### src/rtl/pos_aim_ctrl_if.sv
// Per-player button levels in, packed x/aim positions and moved pulses out.
// Level-sampled on tick cycles; no backpressure (outputs are registered state).
interface pos_aim_ctrl_if #(
  parameter int NUM_PLAYERS = 2,
  parameter int X_WIDTH     = 5,
  parameter int AIM_WIDTH   = 3
);
  logic                             tick;
  logic                             wrap_x;
  logic [NUM_PLAYERS-1:0]           left_x;
  logic [NUM_PLAYERS-1:0]           right_x;
  logic [NUM_PLAYERS-1:0]           left_aim;
  logic [NUM_PLAYERS-1:0]           right_aim;
  logic [NUM_PLAYERS-1:0]           recenter;
  logic [NUM_PLAYERS*X_WIDTH-1:0]   x_pos;
  logic [NUM_PLAYERS*AIM_WIDTH-1:0] aim_pos;
  logic [NUM_PLAYERS-1:0]           x_moved;
  logic [NUM_PLAYERS-1:0]           aim_moved;

  modport master (
    output tick, wrap_x, left_x, right_x, left_aim, right_aim, recenter,
    input  x_pos, aim_pos, x_moved, aim_moved
  );

  modport slave (
    input  tick, wrap_x, left_x, right_x, left_aim, right_aim, recenter,
    output x_pos, aim_pos, x_moved, aim_moved
  );
endinterface

### src/rtl/pos_aim_ctrl.sv
// Multi-player x/aim controller with hold-to-repeat; updates on tick, results one clk later.
// No backpressure: inputs are levels sampled on tick cycles, outputs are registered.
module pos_aim_axis #(
  parameter int W            = 5,
  parameter int VMAX         = 31,
  parameter int VRESET       = 0,
  parameter int REPEAT_DELAY = 4,
  parameter int REPEAT_RATE  = 2
) (
  input  logic         clk,
  input  logic         reset_n,
  input  logic         tick,
  input  logic         wrap,
  input  logic         dec,
  input  logic         inc,
  input  logic         recenter,
  output logic [W-1:0] pos,
  output logic         moved
);
  localparam int MAX_DR = (REPEAT_DELAY > REPEAT_RATE) ? REPEAT_DELAY : REPEAT_RATE;
  localparam int CW     = $clog2(MAX_DR) + 1;
  localparam logic [CW-1:0] DELAY_LOAD = CW'(REPEAT_DELAY - 1);
  localparam logic [CW-1:0] RATE_LOAD  = CW'(REPEAT_RATE - 1);
  localparam logic [W-1:0]  VMAX_V     = W'(VMAX);
  localparam logic [W-1:0]  VRESET_V   = W'(VRESET);

  typedef enum logic [1:0] {IDLE, DELAY, REPEAT} state_t;

  state_t        state_q, state_d;
  logic [CW-1:0] cnt_q, cnt_d;
  logic          dir_q, dir_d;
  logic [W-1:0]  pos_q, pos_d, step_val;
  logic          moved_q, moved_d;
  logic          req, step;

  always_ff @(posedge clk or negedge reset_n) begin
    if (!reset_n) begin
      state_q <= IDLE;
      cnt_q   <= '0;
      dir_q   <= 1'b0;
      pos_q   <= VRESET_V;
      moved_q <= 1'b0;
    end else begin
      state_q <= state_d;
      cnt_q   <= cnt_d;
      dir_q   <= dir_d;
      pos_q   <= pos_d;
      moved_q <= moved_d;
    end
  end

  always_comb begin
    state_d  = state_q;
    cnt_d    = cnt_q;
    dir_d    = dir_q;
    step     = 1'b0;
    pos_d    = pos_q;
    moved_d  = 1'b0;
    step_val = pos_q;
    req      = inc ^ dec;

    if (tick) begin
      if (recenter || !req) begin
        state_d = IDLE;
        cnt_d   = '0;
      end else if (state_q == IDLE || inc != dir_q) begin
        // Fresh press or reversal: step now and restart the hold timing.
        step  = 1'b1;
        dir_d = inc;
        if (REPEAT_DELAY == 1) begin
          state_d = REPEAT;
          cnt_d   = RATE_LOAD;
        end else begin
          state_d = DELAY;
          cnt_d   = DELAY_LOAD;
        end
      end else if (cnt_q != '0) begin
        cnt_d = cnt_q - CW'(1);
      end else begin
        step    = 1'b1;
        state_d = REPEAT;
        cnt_d   = RATE_LOAD;
      end
    end

    if (dir_d)
      step_val = (pos_q == VMAX_V) ? (wrap ? '0 : pos_q) : pos_q + W'(1);
    else
      step_val = (pos_q == '0) ? (wrap ? VMAX_V : pos_q) : pos_q - W'(1);

    if (tick && recenter)
      pos_d = VRESET_V;
    else if (step)
      pos_d = step_val;

    moved_d = (pos_d != pos_q);
  end

  assign pos   = pos_q;
  assign moved = moved_q;
endmodule

module pos_aim_ctrl #(
  parameter int NUM_PLAYERS  = 2,
  parameter int X_WIDTH      = 5,
  parameter int X_MAX        = 31,
  parameter int X_RESET      = 0,
  parameter int AIM_WIDTH    = 3,
  parameter int AIM_MAX      = 6,
  parameter int AIM_CENTER   = 3,
  parameter int REPEAT_DELAY = 4,
  parameter int REPEAT_RATE  = 2
) (
  input logic          clk,
  input logic          reset_n,
  pos_aim_ctrl_if.slave bus
);
  logic [NUM_PLAYERS*X_WIDTH-1:0]   x_pos_w;
  logic [NUM_PLAYERS*AIM_WIDTH-1:0] aim_pos_w;
  logic [NUM_PLAYERS-1:0]           x_moved_w;
  logic [NUM_PLAYERS-1:0]           aim_moved_w;

  for (genvar p = 0; p < NUM_PLAYERS; p++) begin : g_player
    pos_aim_axis #(
      .W(X_WIDTH), .VMAX(X_MAX), .VRESET(X_RESET),
      .REPEAT_DELAY(REPEAT_DELAY), .REPEAT_RATE(REPEAT_RATE)
    ) u_x (
      .clk      (clk),
      .reset_n  (reset_n),
      .tick     (bus.tick),
      .wrap     (bus.wrap_x),
      .dec      (bus.left_x[p]),
      .inc      (bus.right_x[p]),
      .recenter (1'b0),
      .pos      (x_pos_w[p*X_WIDTH +: X_WIDTH]),
      .moved    (x_moved_w[p])
    );

    // Aim never wraps; its reset value doubles as the recentre target.
    pos_aim_axis #(
      .W(AIM_WIDTH), .VMAX(AIM_MAX), .VRESET(AIM_CENTER),
      .REPEAT_DELAY(REPEAT_DELAY), .REPEAT_RATE(REPEAT_RATE)
    ) u_aim (
      .clk      (clk),
      .reset_n  (reset_n),
      .tick     (bus.tick),
      .wrap     (1'b0),
      .dec      (bus.left_aim[p]),
      .inc      (bus.right_aim[p]),
      .recenter (bus.recenter[p]),
      .pos      (aim_pos_w[p*AIM_WIDTH +: AIM_WIDTH]),
      .moved    (aim_moved_w[p])
    );
  end

  assign bus.x_pos     = x_pos_w;
  assign bus.aim_pos   = aim_pos_w;
  assign bus.x_moved   = x_moved_w;
  assign bus.aim_moved = aim_moved_w;
endmodule

### src/flat_wrapper.sv
// flat-port wrapper written by rule: the top's interface ports become plain ports
module pos_aim_ctrl_flat 
#(
  parameter int NUM_PLAYERS  = 2,
  parameter int X_WIDTH      = 5,
  parameter int X_MAX        = 31,
  parameter int X_RESET      = 0,
  parameter int AIM_WIDTH    = 3,
  parameter int AIM_MAX      = 6,
  parameter int AIM_CENTER   = 3,
  parameter int REPEAT_DELAY = 4,
  parameter int REPEAT_RATE  = 2
)
  (clk, reset_n, bus_tick, bus_wrap_x, bus_left_x, bus_right_x, bus_left_aim, bus_right_aim, bus_recenter, bus_x_pos, bus_aim_pos, bus_x_moved, bus_aim_moved);
  pos_aim_ctrl_if #(.NUM_PLAYERS(NUM_PLAYERS), .X_WIDTH(X_WIDTH), .AIM_WIDTH(AIM_WIDTH)) bus_i ();
  input logic clk;
  input logic reset_n;
  input wire logic [$bits(bus_i.tick)-1:0] bus_tick;
  input wire logic [$bits(bus_i.wrap_x)-1:0] bus_wrap_x;
  input wire logic [$bits(bus_i.left_x)-1:0] bus_left_x;
  input wire logic [$bits(bus_i.right_x)-1:0] bus_right_x;
  input wire logic [$bits(bus_i.left_aim)-1:0] bus_left_aim;
  input wire logic [$bits(bus_i.right_aim)-1:0] bus_right_aim;
  input wire logic [$bits(bus_i.recenter)-1:0] bus_recenter;
  output wire logic [$bits(bus_i.x_pos)-1:0] bus_x_pos;
  output wire logic [$bits(bus_i.aim_pos)-1:0] bus_aim_pos;
  output wire logic [$bits(bus_i.x_moved)-1:0] bus_x_moved;
  output wire logic [$bits(bus_i.aim_moved)-1:0] bus_aim_moved;
  assign bus_i.tick = bus_tick;
  assign bus_i.wrap_x = bus_wrap_x;
  assign bus_i.left_x = bus_left_x;
  assign bus_i.right_x = bus_right_x;
  assign bus_i.left_aim = bus_left_aim;
  assign bus_i.right_aim = bus_right_aim;
  assign bus_i.recenter = bus_recenter;
  assign bus_x_pos = bus_i.x_pos;
  assign bus_aim_pos = bus_i.aim_pos;
  assign bus_x_moved = bus_i.x_moved;
  assign bus_aim_moved = bus_i.aim_moved;
  pos_aim_ctrl #(.NUM_PLAYERS(NUM_PLAYERS), .X_WIDTH(X_WIDTH), .X_MAX(X_MAX), .X_RESET(X_RESET), .AIM_WIDTH(AIM_WIDTH), .AIM_MAX(AIM_MAX), .AIM_CENTER(AIM_CENTER), .REPEAT_DELAY(REPEAT_DELAY), .REPEAT_RATE(REPEAT_RATE)) u_core (.clk(clk), .reset_n(reset_n), .bus(bus_i));
endmodule
### config.mk
export PLATFORM = sky130hd
export DESIGN_NAME = pos_aim_ctrl_flat
export DESIGN_NICKNAME = d
export VERILOG_FILES = /design/src/rtl/pos_aim_ctrl_if.sv /design/src/rtl/pos_aim_ctrl.sv /design/src/flat_wrapper.sv
export SDC_FILE = /design/constraint.sdc
export NUM_CORES = 1
export LEC_CHECK = 0
export BUFFER_PORTS_ARGS = -buffer_cell sky130_fd_sc_hd__clkbuf_2
export CORE_MARGIN = 4
export CORE_UTILIZATION = 45
export DETAILED_ROUTE_END_ITERATION = 16
export PLACE_DENSITY = 0.65
export SLEW_MARGIN = 0
export SYNTH_ARGS = -nofsm -noshare
export SYNTH_HDL_FRONTEND = slang
export SYNTH_HIERARCHICAL = 1
export SYNTH_SLANG_ARGS = --single-unit
### constraint.sdc
create_clock -name clk -period 3.45 [get_ports clk]
set_clock_uncertainty 0.1 [all_clocks]
set_input_delay 0.345 -clock clk [delete_from_list [all_inputs] [get_ports clk]]
set_output_delay 0.345 -clock clk [all_outputs]
set_load 0.05 [all_outputs]
Word level (Yosys, flattened, before mapping)

Index checks and enable logic that the tools add are counted.

Flip-flop bits (word level): 44
Word-level logic and storage cells: 152

Muxes and demuxes: 74
Add/subtract/negate cells: 12
Bitwise operators: 4
Equal/unequal tests: 16
Reductions and logical operators: 26

Operator list:

| kind                                              | number |
|---|---|
| two-way mux 3 bit                                 | 22 |
| two-way mux 5 bit                                 | 12 |
| two-way mux 1 bit                                 | 28 |
| two-way mux 2 bit                                 | 12 |
| subtractor 3 x 1 -> 3 bit (second input constant) | 6 |
| inequality test 3 bit (second input constant)     | 4 |
| nonzero test 3 bit                                | 4 |
| adder 5 x 1 -> 5 bit (second input constant)      | 2 |
| equality test 5 bit (second input constant)       | 2 |
| logical NOT 5 bit                                 | 2 |
| inequality test 5 bit                             | 2 |
| subtractor 5 x 1 -> 5 bit (second input constant) | 2 |
| logical NOT 2 bit                                 | 4 |
| AND reduction 2 bit                               | 4 |
| adder 3 x 1 -> 3 bit (second input constant)      | 2 |
| equality test 3 bit (second input constant)       | 2 |
| logical NOT 3 bit                                 | 2 |
| logical OR 1 bit                                  | 6 |
| inequality test 3 bit                             | 2 |
| inequality test 1 bit                             | 4 |
| XOR 1 bit                                         | 4 |
| logical AND 1 bit                                 | 2 |
| logical NOT 1 bit                                 | 2 |

Longest topological paths before layout

Gate-level depths: netlist (run 1).

Word-level depth: 9
Gate-level depth with buffers: 9
Mapped depth without buffers: 9

Cells and area by module

The synthesis (run 1) kept the hierarchy.

By module, submodules not included:

| module                                      | sequential area each (um2) | cells an instance | area each (um2) | times used |
|---|---|---|---|---|
| pos_aim_axis (u_core.g_player[0].u_x ...)   | 300.3                      | 118               | 949.7           | 2 |
| pos_aim_axis (u_core.g_player[0].u_aim ...) | 252.7                      | 82                | 703.2           | 2 |
| pos_aim_ctrl                                | 0.0                        | 1                 | 3.8             | 1 |

Worst setup path before layout (run 1)

OpenSTA, ideal clock, no wires.

Path kind: register -> register
From: register u_core.g_player[0].u_x.pos_q[3]
To: register u_core.g_player[0].u_x.moved_q
Arrival time: 2.396 ns
Library setup time: 0.131 ns
Path buffers: 1
Cell stages (with the launch flop): 10
Slack: 0.822 ns
Cells stage by stage: dfrtp_1 > clkbuf_1 > and3_1 > ha_1 > nand4b_1 > a21boi_0 > mux2i_1 > a22o_1 > nor4b_1 > o22ai_1

Word-level cells in the longest chain between the ends: 5
Elaborated cells on any way between the ends: 11
Classes of those cells: add/sub: 2; eq/ne: 2; mux: 6; reduce/logical: 1

Ends and longest elaborated chain:

| what                                              | RTL line                               | text |
|---|---|---|
| start, declared                                   | pos_aim_ctrl.sv:32                     | `logic [W-1:0] pos_q, pos_d, step_val;` |
| start signal, assigned                            | pos_aim_ctrl.sv:47                     | `pos_q <= pos_d;` |
| subtractor 5 x 1 -> 5 bit (tied with other cells) | pos_aim_ctrl.sv:89                     | `step_val = (pos_q == '0) ? (wrap ? VMAX_V : pos_q) : pos_q - W'(1);` |
| two-way mux 5 bit (on tied branches)              | pos_aim_ctrl.sv:89, pos_aim_ctrl.sv:87 |  |
| two-way mux 5 bit                                 | pos_aim_ctrl.sv:86                     | `if (dir_d)` |
| two-way mux 5 bit                                 | pos_aim_ctrl.sv:93                     | `else if (step)` |
| inequality test 5 bit (*)                         | pos_aim_ctrl.sv:96                     | `moved_d = (pos_d != pos_q);` |
| named net u_core.g_player[0].u_x.moved_d          | pos_aim_ctrl.sv:33                     | `logic moved_q, moved_d;` |
| end signal, assigned                              | pos_aim_ctrl.sv:48                     | `moved_q <= moved_d;` |
| end, declared                                     | pos_aim_ctrl.sv:33                     |  |

Mark *: on every way through the listed nets, which the timed path passes. The rest lies on a longest branch.
A chain may end at the register's enable or synchronous reset.

Worst setup path after layout (run 1)

From: register u_core.g_player[1].u_x.pos_q[1]
To: register u_core.g_player[1].u_x.moved_q

Word-level cells in the longest chain between the ends: 5
Elaborated cells on any way between the ends: 11
Classes of those cells: add/sub: 2; eq/ne: 2; mux: 6; reduce/logical: 1

Ends and longest elaborated chain:

| what                                              | RTL line |
|---|---|
| start, declared                                   | pos_aim_ctrl.sv:32 |
| start signal, assigned                            | pos_aim_ctrl.sv:47 |
| subtractor 5 x 1 -> 5 bit (tied with other cells) | pos_aim_ctrl.sv:89 |
| two-way mux 5 bit (on tied branches)              | pos_aim_ctrl.sv:89, pos_aim_ctrl.sv:87 |
| two-way mux 5 bit                                 | pos_aim_ctrl.sv:86 |
| two-way mux 5 bit                                 | pos_aim_ctrl.sv:93 |
| inequality test 5 bit (*)                         | pos_aim_ctrl.sv:96 |
| named net u_core.g_player[1].u_x.moved_d          | pos_aim_ctrl.sv:33 |
| end signal, assigned                              | pos_aim_ctrl.sv:48 |
| end, declared                                     | pos_aim_ctrl.sv:33 |

Marked as above.

==> results of run 1 <==
[cell type report]
type                    count  area, sq um
fillers                   701         3180
multi-input cells         336         2120
flip-flops and latches     44         1110
repair buffers             38          205
inverters                  32          125
well taps                  96          120
clock buffers               6         82.6
clock inverters             2         38.8
[repair_timing]
item,4_1_cts,5_1_grt
hold buffers,1,0
endpoints found under the setup margin,0,0
endpoints found under the hold margin,17,0
[worst max-delay path: stages, from the launching register on]
cell and delay [ns]:
dfrtp_1 0.47, ha_1 0.23, and3_1 0.17, ha_1 0.30, nand4b_1 0.19, a21boi_0 0.27, mux2i_1 0.11, a22o_1 0.19
nor4b_1 0.36, o22ai_1 0.13
[report_power, final]
group	internal, mW	switching (mW)	total, mW
combinational	0.331	0.579	0.910
sequential	0.594	0.0958	0.690
clock	0.237	0.178	0.415
total	1.16	0.853	2.01
[routing by layer]
layer | track usage [%] | vias up | wire length, microns
met5 | 0 | - | 0
met3 | 3.04 | 7 | 332
met2 | 28.0 | 78 | 3350
met1 | 24.9 | 1431 | 3680
li1 | - | 1560 | -
met4 | 5.29 | 0 | 72
[final timing paths]
path                                                     start                                   to  slack (ns)  cells after the start
min reg2reg                u_core/g_player[0].u_aim/state_q[0]  u_core/g_player[0].u_aim/state_q[0]        0.40                      2
max                              u_core/g_player[1].u_x/pos[1]         u_core/g_player[1].u_x/moved        0.81                      9
min                                            bus_recenter[1]      u_core/g_player[1].u_aim/pos[2]        0.25                      2
max in group asynchronous                              reset_n      u_core/g_player[1].u_aim/pos[0]        2.03                      3
max reg2reg                      u_core/g_player[1].u_x/pos[1]         u_core/g_player[1].u_x/moved        0.81                      9
min in group asynchronous                              reset_n    u_core/g_player[0].u_x/state_q[0]        0.46                      2
[per-stage QoR]
| step | std cells | worst slack (ns) | util [%] | hold slack (ns) | cell area, sq um |
|---|---|---|---|---|---|
| after global routing | 554 | 0.645 | 54.4 | 0.240 | 3800 |
| after CTS | 554 | 0.831 | 54.4 | 0.237 | 3800 |
| after floorplan | 424 | 0.822 | - | -0.0506 | 3400 |
| after global placement | 545 | 0.898 | 52.5 | 0.263 | 3670 |
| final | 554 | 0.805 | 54.4 | 0.253 | 3800 |
| after detailed placement | 545 | 0.839 | 52.5 | 0.263 | 3670 |
[cell usage in the layout (no fill, tap or decap), types with 10 or more instances in the layout]
cell and count:
ha_1 14, a21oi_1 34, nand2b_1 10, nor2_1 20, mux2i_1 14, o21ai_0 32
nand3_1 10, inv_1 30, nor3_1 12, conb_1 24, nand2_1 30, clkbuf_2 33
o211ai_1 14, dfrtp_1 40
[logic make-up after synthesis]
kind of cell | after synthesis | share of synthesized area (%)
flops | 44 | 33.4
mux | 14 | 4.23
other cells | 1 | 0.113
compound gates | 144 | 27.9
buf+inv | 44 | 5.14
fa+ha+maj | 14 | 5.29
xor+xnor | 10 | 2.65
simple gates | 130 | 21.2
[sequential cells by signal (all words and copies together), names as in the netlist]
register,cells
u_core/g_player.u_x/cnt_q,6
u_core/g_player.u_aim/dir_q,2
u_core/g_player.u_x/pos,10
u_core/g_player.u_x/state_q,4
u_core/g_player.u_aim/moved,2
u_core/g_player.u_x/moved,2
u_core/g_player.u_x/dir_q,2
u_core/g_player.u_aim/pos,6
u_core/g_player.u_aim/state_q,4
u_core/g_player.u_aim/cnt_q,6
==> impl_metrics.env, run 1 <==
export IMPL_finalNetCount=485
export IMPL_port_buffers=33
export IMPL_viasPerCell=5.55
export IMPL_p_per_area_nw_per_um2=531
export IMPL_synth_avg_cell_area_sq_um=8.25
export IMPL_dieArea_sq_um=8790
export IMPL_peakVddDrop_mv=0.250
export IMPL_final_min_clock_period_ns=2.64
export IMPL_dp_hpwl_microns=5500
export IMPL_synth_most_common_cell="dfrtp_1"
export IMPL_criticalPathCategory="reg2reg"
export IMPL_synth_top_cell_area_share_pct=30.2
export IMPL_num_vias=3076
export IMPL_root_buffer="clkbuf_8"
export IMPL_status="complete, no violations"
export IMPL_grt_start_max_net_pins=28
export IMPL_antenna_cells=0
export IMPL_rsz0062_at_grt="false"
export IMPL_wl_microns=7440
export IMPL_die_h_microns=93.8
export IMPL_die_x_microns=93.8
export IMPL_cp_end_kind="flip-flop"
export IMPL_coreArea_sq_um=6980
export IMPL_synth_top_area_cell="dfrtp_1"
export IMPL_cts_repair_resized=0
export IMPL_drive_gt1_share_pct=13.8
export IMPL_synthFlopType="dfrtp_1"
export IMPL_area_growth_syn_to_layout_pct=14.7
export IMPL_dr_pass1_iters=5
export IMPL_cts_htree_levels=2
export IMPL_ys_types=49
export IMPL_cts_buffers=5
export IMPL_fmax_ghz=0.378
export IMPL_yosysWarnings=6
export IMPL_grt_pass1_wl_microns=13000
export IMPL_track_usage_pct=17.8
export IMPL_rows=30
export IMPL_ys_ff_latch=44
export IMPL_gr_total_overflow=0
export IMPL_p_leak_nw=1.74
export IMPL_clock_latency_ns=0.29
export IMPL_hp_class="in2reg"
export IMPL_wire_per_inst_microns=13.4
export IMPL_grt_pass1_vias=2885
export IMPL_antenna_left=0
export IMPL_hold_violations=0
export IMPL_maxCapViolations=0
export IMPL_synth_common_cells="dfrtp_1, a21oi_1, o21ai_0"
export IMPL_io_pin_count=34
export IMPL_synth_area_sq_um=3310
export IMPL_fin_crit_sh_pct=76.7
export IMPL_worst_pin_slew_ns=0.597
export IMPL_critPathLaunchType="flip-flop"
export IMPL_setup_viol=0
export IMPL_synth_cells=401
export IMPL_clk_path_buf_depth=2
export IMPL_antenna_found_initial=0
export IMPL_yosysSeqAreaShare_pct=33.4
export IMPL_slew_violations=0
export IMPL_synth_edf_count=0
export IMPL_async_flop_share_pct=100
export IMPL_first_iter_violations=134
export IMPL_drc=0
export IMPL_clkSlewWorstSetupHoldPaths_ns=0.08
export IMPL_finalPower_mw=2.01
export IMPL_cp_required_ns=3.52
export IMPL_gp_congestion=0.922
export IMPL_worstPathMaxFanout=8
export IMPL_start_util_pct=47.4
export IMPL_cts_tree="yes"
export IMPL_slew_headroom_pct=60.1
export IMPL_crit_arrival_ns=2.71
export IMPL_synthTopCellsByArea="dfrtp_1, ha_1, a21oi_1"
export IMPL_post_cts_buffers=0
export IMPL_fin_setup_tns_ns=0
export IMPL_clock_sinks=44
Note: power is estimated with default switching activity, not from simulation.
==> run 2, diff against run 1 <==
ABC_AREA = 1   (was default)
PLACE_DENSITY = 0.67   (was 0.65)
clock period = 2.1 ns   (was 3.45 ns; I/O delays follow)
==> impl_metrics.env, run 2 <==
export IMPL_status="complete, no violations"
export IMPL_worst_pin_slew_ns=0.514
export IMPL_placed_cell_area_sq_um=4140
export IMPL_ys_types=30
export IMPL_grt_pass1_wl_microns=15000
export IMPL_num_vias=3747
export IMPL_maxCapViolations=0
export IMPL_cp_required_ns=2.19
export IMPL_synth_top_area_cell="dfrtp_1"
export IMPL_io_pin_count=34
export IMPL_track_usage_pct=18.1
export IMPL_final_cells=732
export IMPL_synth_top_cell_area_share_pct=27.1
export IMPL_peakVddDrop_mv=0.403
export IMPL_hp_class="in2reg"
export IMPL_synth_edf_count=0
export IMPL_grtUsageMet2_pct=30.4
export IMPL_dp_cells=718
export IMPL_clkSlewWorstSetupHoldPaths_ns=0.09
export IMPL_hold_violations=0
export IMPL_r2r_worst_path_cells=16
export IMPL_grtUsageMet1_pct=24.6
export IMPL_synth_common_cells="nand2_1, inv_1, nand3_1"
export IMPL_synth_cells=567
export IMPL_fillers=761
export IMPL_die_x_microns=98.6
export IMPL_fin_util_pct=55.5
export IMPL_finalNetCount=657
export IMPL_rows=32
export IMPL_p_per_area_nw_per_um2=759
export IMPL_critPathLaunchType="flip-flop"
export IMPL_dieArea_sq_um=9720
export IMPL_synth_avg_cell_area_sq_um=6.51
export IMPL_drive_gt1_share_pct=22.1
export IMPL_yosysSeqAreaShare_pct=30.0
export IMPL_grt_util_met3_pct=2.76
export IMPL_r2r_slack_ns=0.11
export IMPL_gp_congestion=0.889
export IMPL_cts_tree="yes"
export IMPL_yosysWarnings=6
export IMPL_ys_ff_latch=44
export IMPL_crit_arrival_ns=2.08
export IMPL_coreArea_sq_um=7850
export IMPL_cts_htree_levels=2
export IMPL_finalPower_mw=3.31
export IMPL_final_min_clock_period_ns=1.99
export IMPL_cp_end_kind="flip-flop"
export IMPL_worstPathMaxFanout=5
export IMPL_grt_start_max_net_pins=28
export IMPL_pre_cts_ws_ns=-0.0179
export IMPL_grt_pass1_vias=3438
export IMPL_p_leak_nw=2.30
export IMPL_clock_latency_ns=0.29
export IMPL_area_growth_syn_to_layout_pct=18.1
export IMPL_hold_ws_ns=0.197
export IMPL_gr_total_overflow=0
export IMPL_fin_setup_tns_ns=0
export IMPL_antenna_left=0
export IMPL_wl_microns=8780
export IMPL_dr_pass1_iters=5
export IMPL_first_iter_violations=141
export IMPL_clk_path_buf_depth=2
export IMPL_final_area_sq_um=4360
export IMPL_criticalPathCategory="reg2reg"
export IMPL_top_usage_layer="met2"
export IMPL_synth_most_common_cell="nand2_1"
export IMPL_async_flop_share_pct=100
export IMPL_slew_violations=0
export IMPL_cts_buffers=5
export IMPL_wire_per_inst_microns=12.0
export IMPL_rsz0062_at_grt="true"
export IMPL_setup_viol=0
export IMPL_synthFlopType="dfrtp_1"
export IMPL_min_path_cells=3
export IMPL_port_buffers=33
export IMPL_root_buffer="clkbuf_8"
export IMPL_fin_crit_sh_pct=94.6
export IMPL_slew_headroom_pct=65.7
export IMPL_final_common_cell="nand2_1"
export IMPL_synth_area_sq_um=3690
export IMPL_dp_hpwl_microns=6850
export IMPL_start_util_pct=47.1
export IMPL_fin_ws_ns=0.113
export IMPL_die_h_microns=98.6
export IMPL_antenna_cells=0
export IMPL_drc=0
export IMPL_layout_common_cells="nand2_1, inv_1, nand3_1"
export IMPL_fmax_ghz=0.503
export IMPL_largest_reg_flops=10
export IMPL_synthTopCellsByArea="dfrtp_1, nand2_1, inv_1"
export IMPL_antenna_found_initial=0
export IMPL_clock_sinks=44
export IMPL_viasPerCell=5.12
-- run 2: cell types whose count changed in the layout (fill, tap and decap cells not counted), moves of 11 or more --
cell,delta
a21oi_1,-14
buf_4,+16
conb_1,-16
inv_1,+52
mux2i_1,-14
nand2_1,+155
nand2_2,+11
nand3_1,+49
nand3_2,+15
o211ai_1,-14
-- run 2: cell type report --
type | count | area [sq um] | area share [%]
clock buffer | 5 | 68.8 | 1.58
clock inverter | 3 | 42.5 | 0.976
inverter | 94 | 358 | 8.21
multi-input combinational | 428 | 2290 | 52.5
sequential | 44 | 1120 | 25.6
tap | 102 | 128 | 2.93
timing repair buffer | 56 | 357 | 8.18
-- run 2: logic make-up after synthesis --
| group | count (synthesis) | synth area share (%) |
|---|---|---|
| XOR/XNOR | 2 | 0.475 |
| AO/OA/AOI/OAI | 74 | 11.9 |
| adder cells (fa/ha/maj) | 14 | 4.74 |
| AND/OR/NAND/NOR | 330 | 41.8 |
| other | 1 | 0.102 |
| buffers and inverters | 102 | 11.0 |
| flip-flops | 44 | 30.0 |
-- run 2: power breakdown --
part	internal, mW	switching (mW)	leakage [nW]	total, mW
clock network	0.353	0.311	0.0541	0.663
logic	0.506	1.07	1.71	1.58
registers	0.975	0.0936	0.542	1.07
total	1.83	1.48	2.30	3.31
-- run 2: final timing paths --
check / endpoint / start
max in group asynchronous: u_core/g_player[1].u_aim/pos[1] / reset_n
min in group asynchronous: u_core/g_player[1].u_aim/state_q[0] / reset_n
hold reg to reg: u_core/g_player[0].u_aim/state_q[1] / u_core/g_player[0].u_aim/state_q[1]
hold / removal: u_core/g_player[1].u_aim/dir_q / bus_right_aim[1]
setup reg to reg: u_core/g_player[0].u_x/moved / u_core/g_player[0].u_x/pos[0]
setup / recovery: u_core/g_player[0].u_x/moved / u_core/g_player[0].u_x/pos[0]
-- run 2: metal layers --
metal / vias to the layer above / share of wire [%]
li1: 1934 / -
met1: 1712 / 48
met2: 91 / 47
met3: 10 / 4.3
met4: 0 / 1.2
met5: - / 0
-- run 2: what timing repair did --
item / CTS / global route
pin swaps: 0 / 10
hold buffers: 1 / 0
gates cloned: 0 / 0
resized for setup: 0 / 21
hold endpoints to repair: 15 / 0
buffers inserted: 1 / 4
endpoints found under the setup margin: 1 / 5
-- run 2: worst max-delay path, cell delays in order, from the launching register on --
cell,delay [ns]
dfrtp_2,0.43
ha_4,0.17
nand2_1,0.07
nor2_2,0.05
ha_4,0.17
inv_2,0.09
nand2_2,0.06
nor2_1,0.09
nand2_1,0.07
nand2_1,0.08
nand3_1,0.07
nand3_1,0.08
nand2_1,0.07
nand2_1,0.08
nand2_1,0.05
nand2_1,0.05
nand3_1,0.07
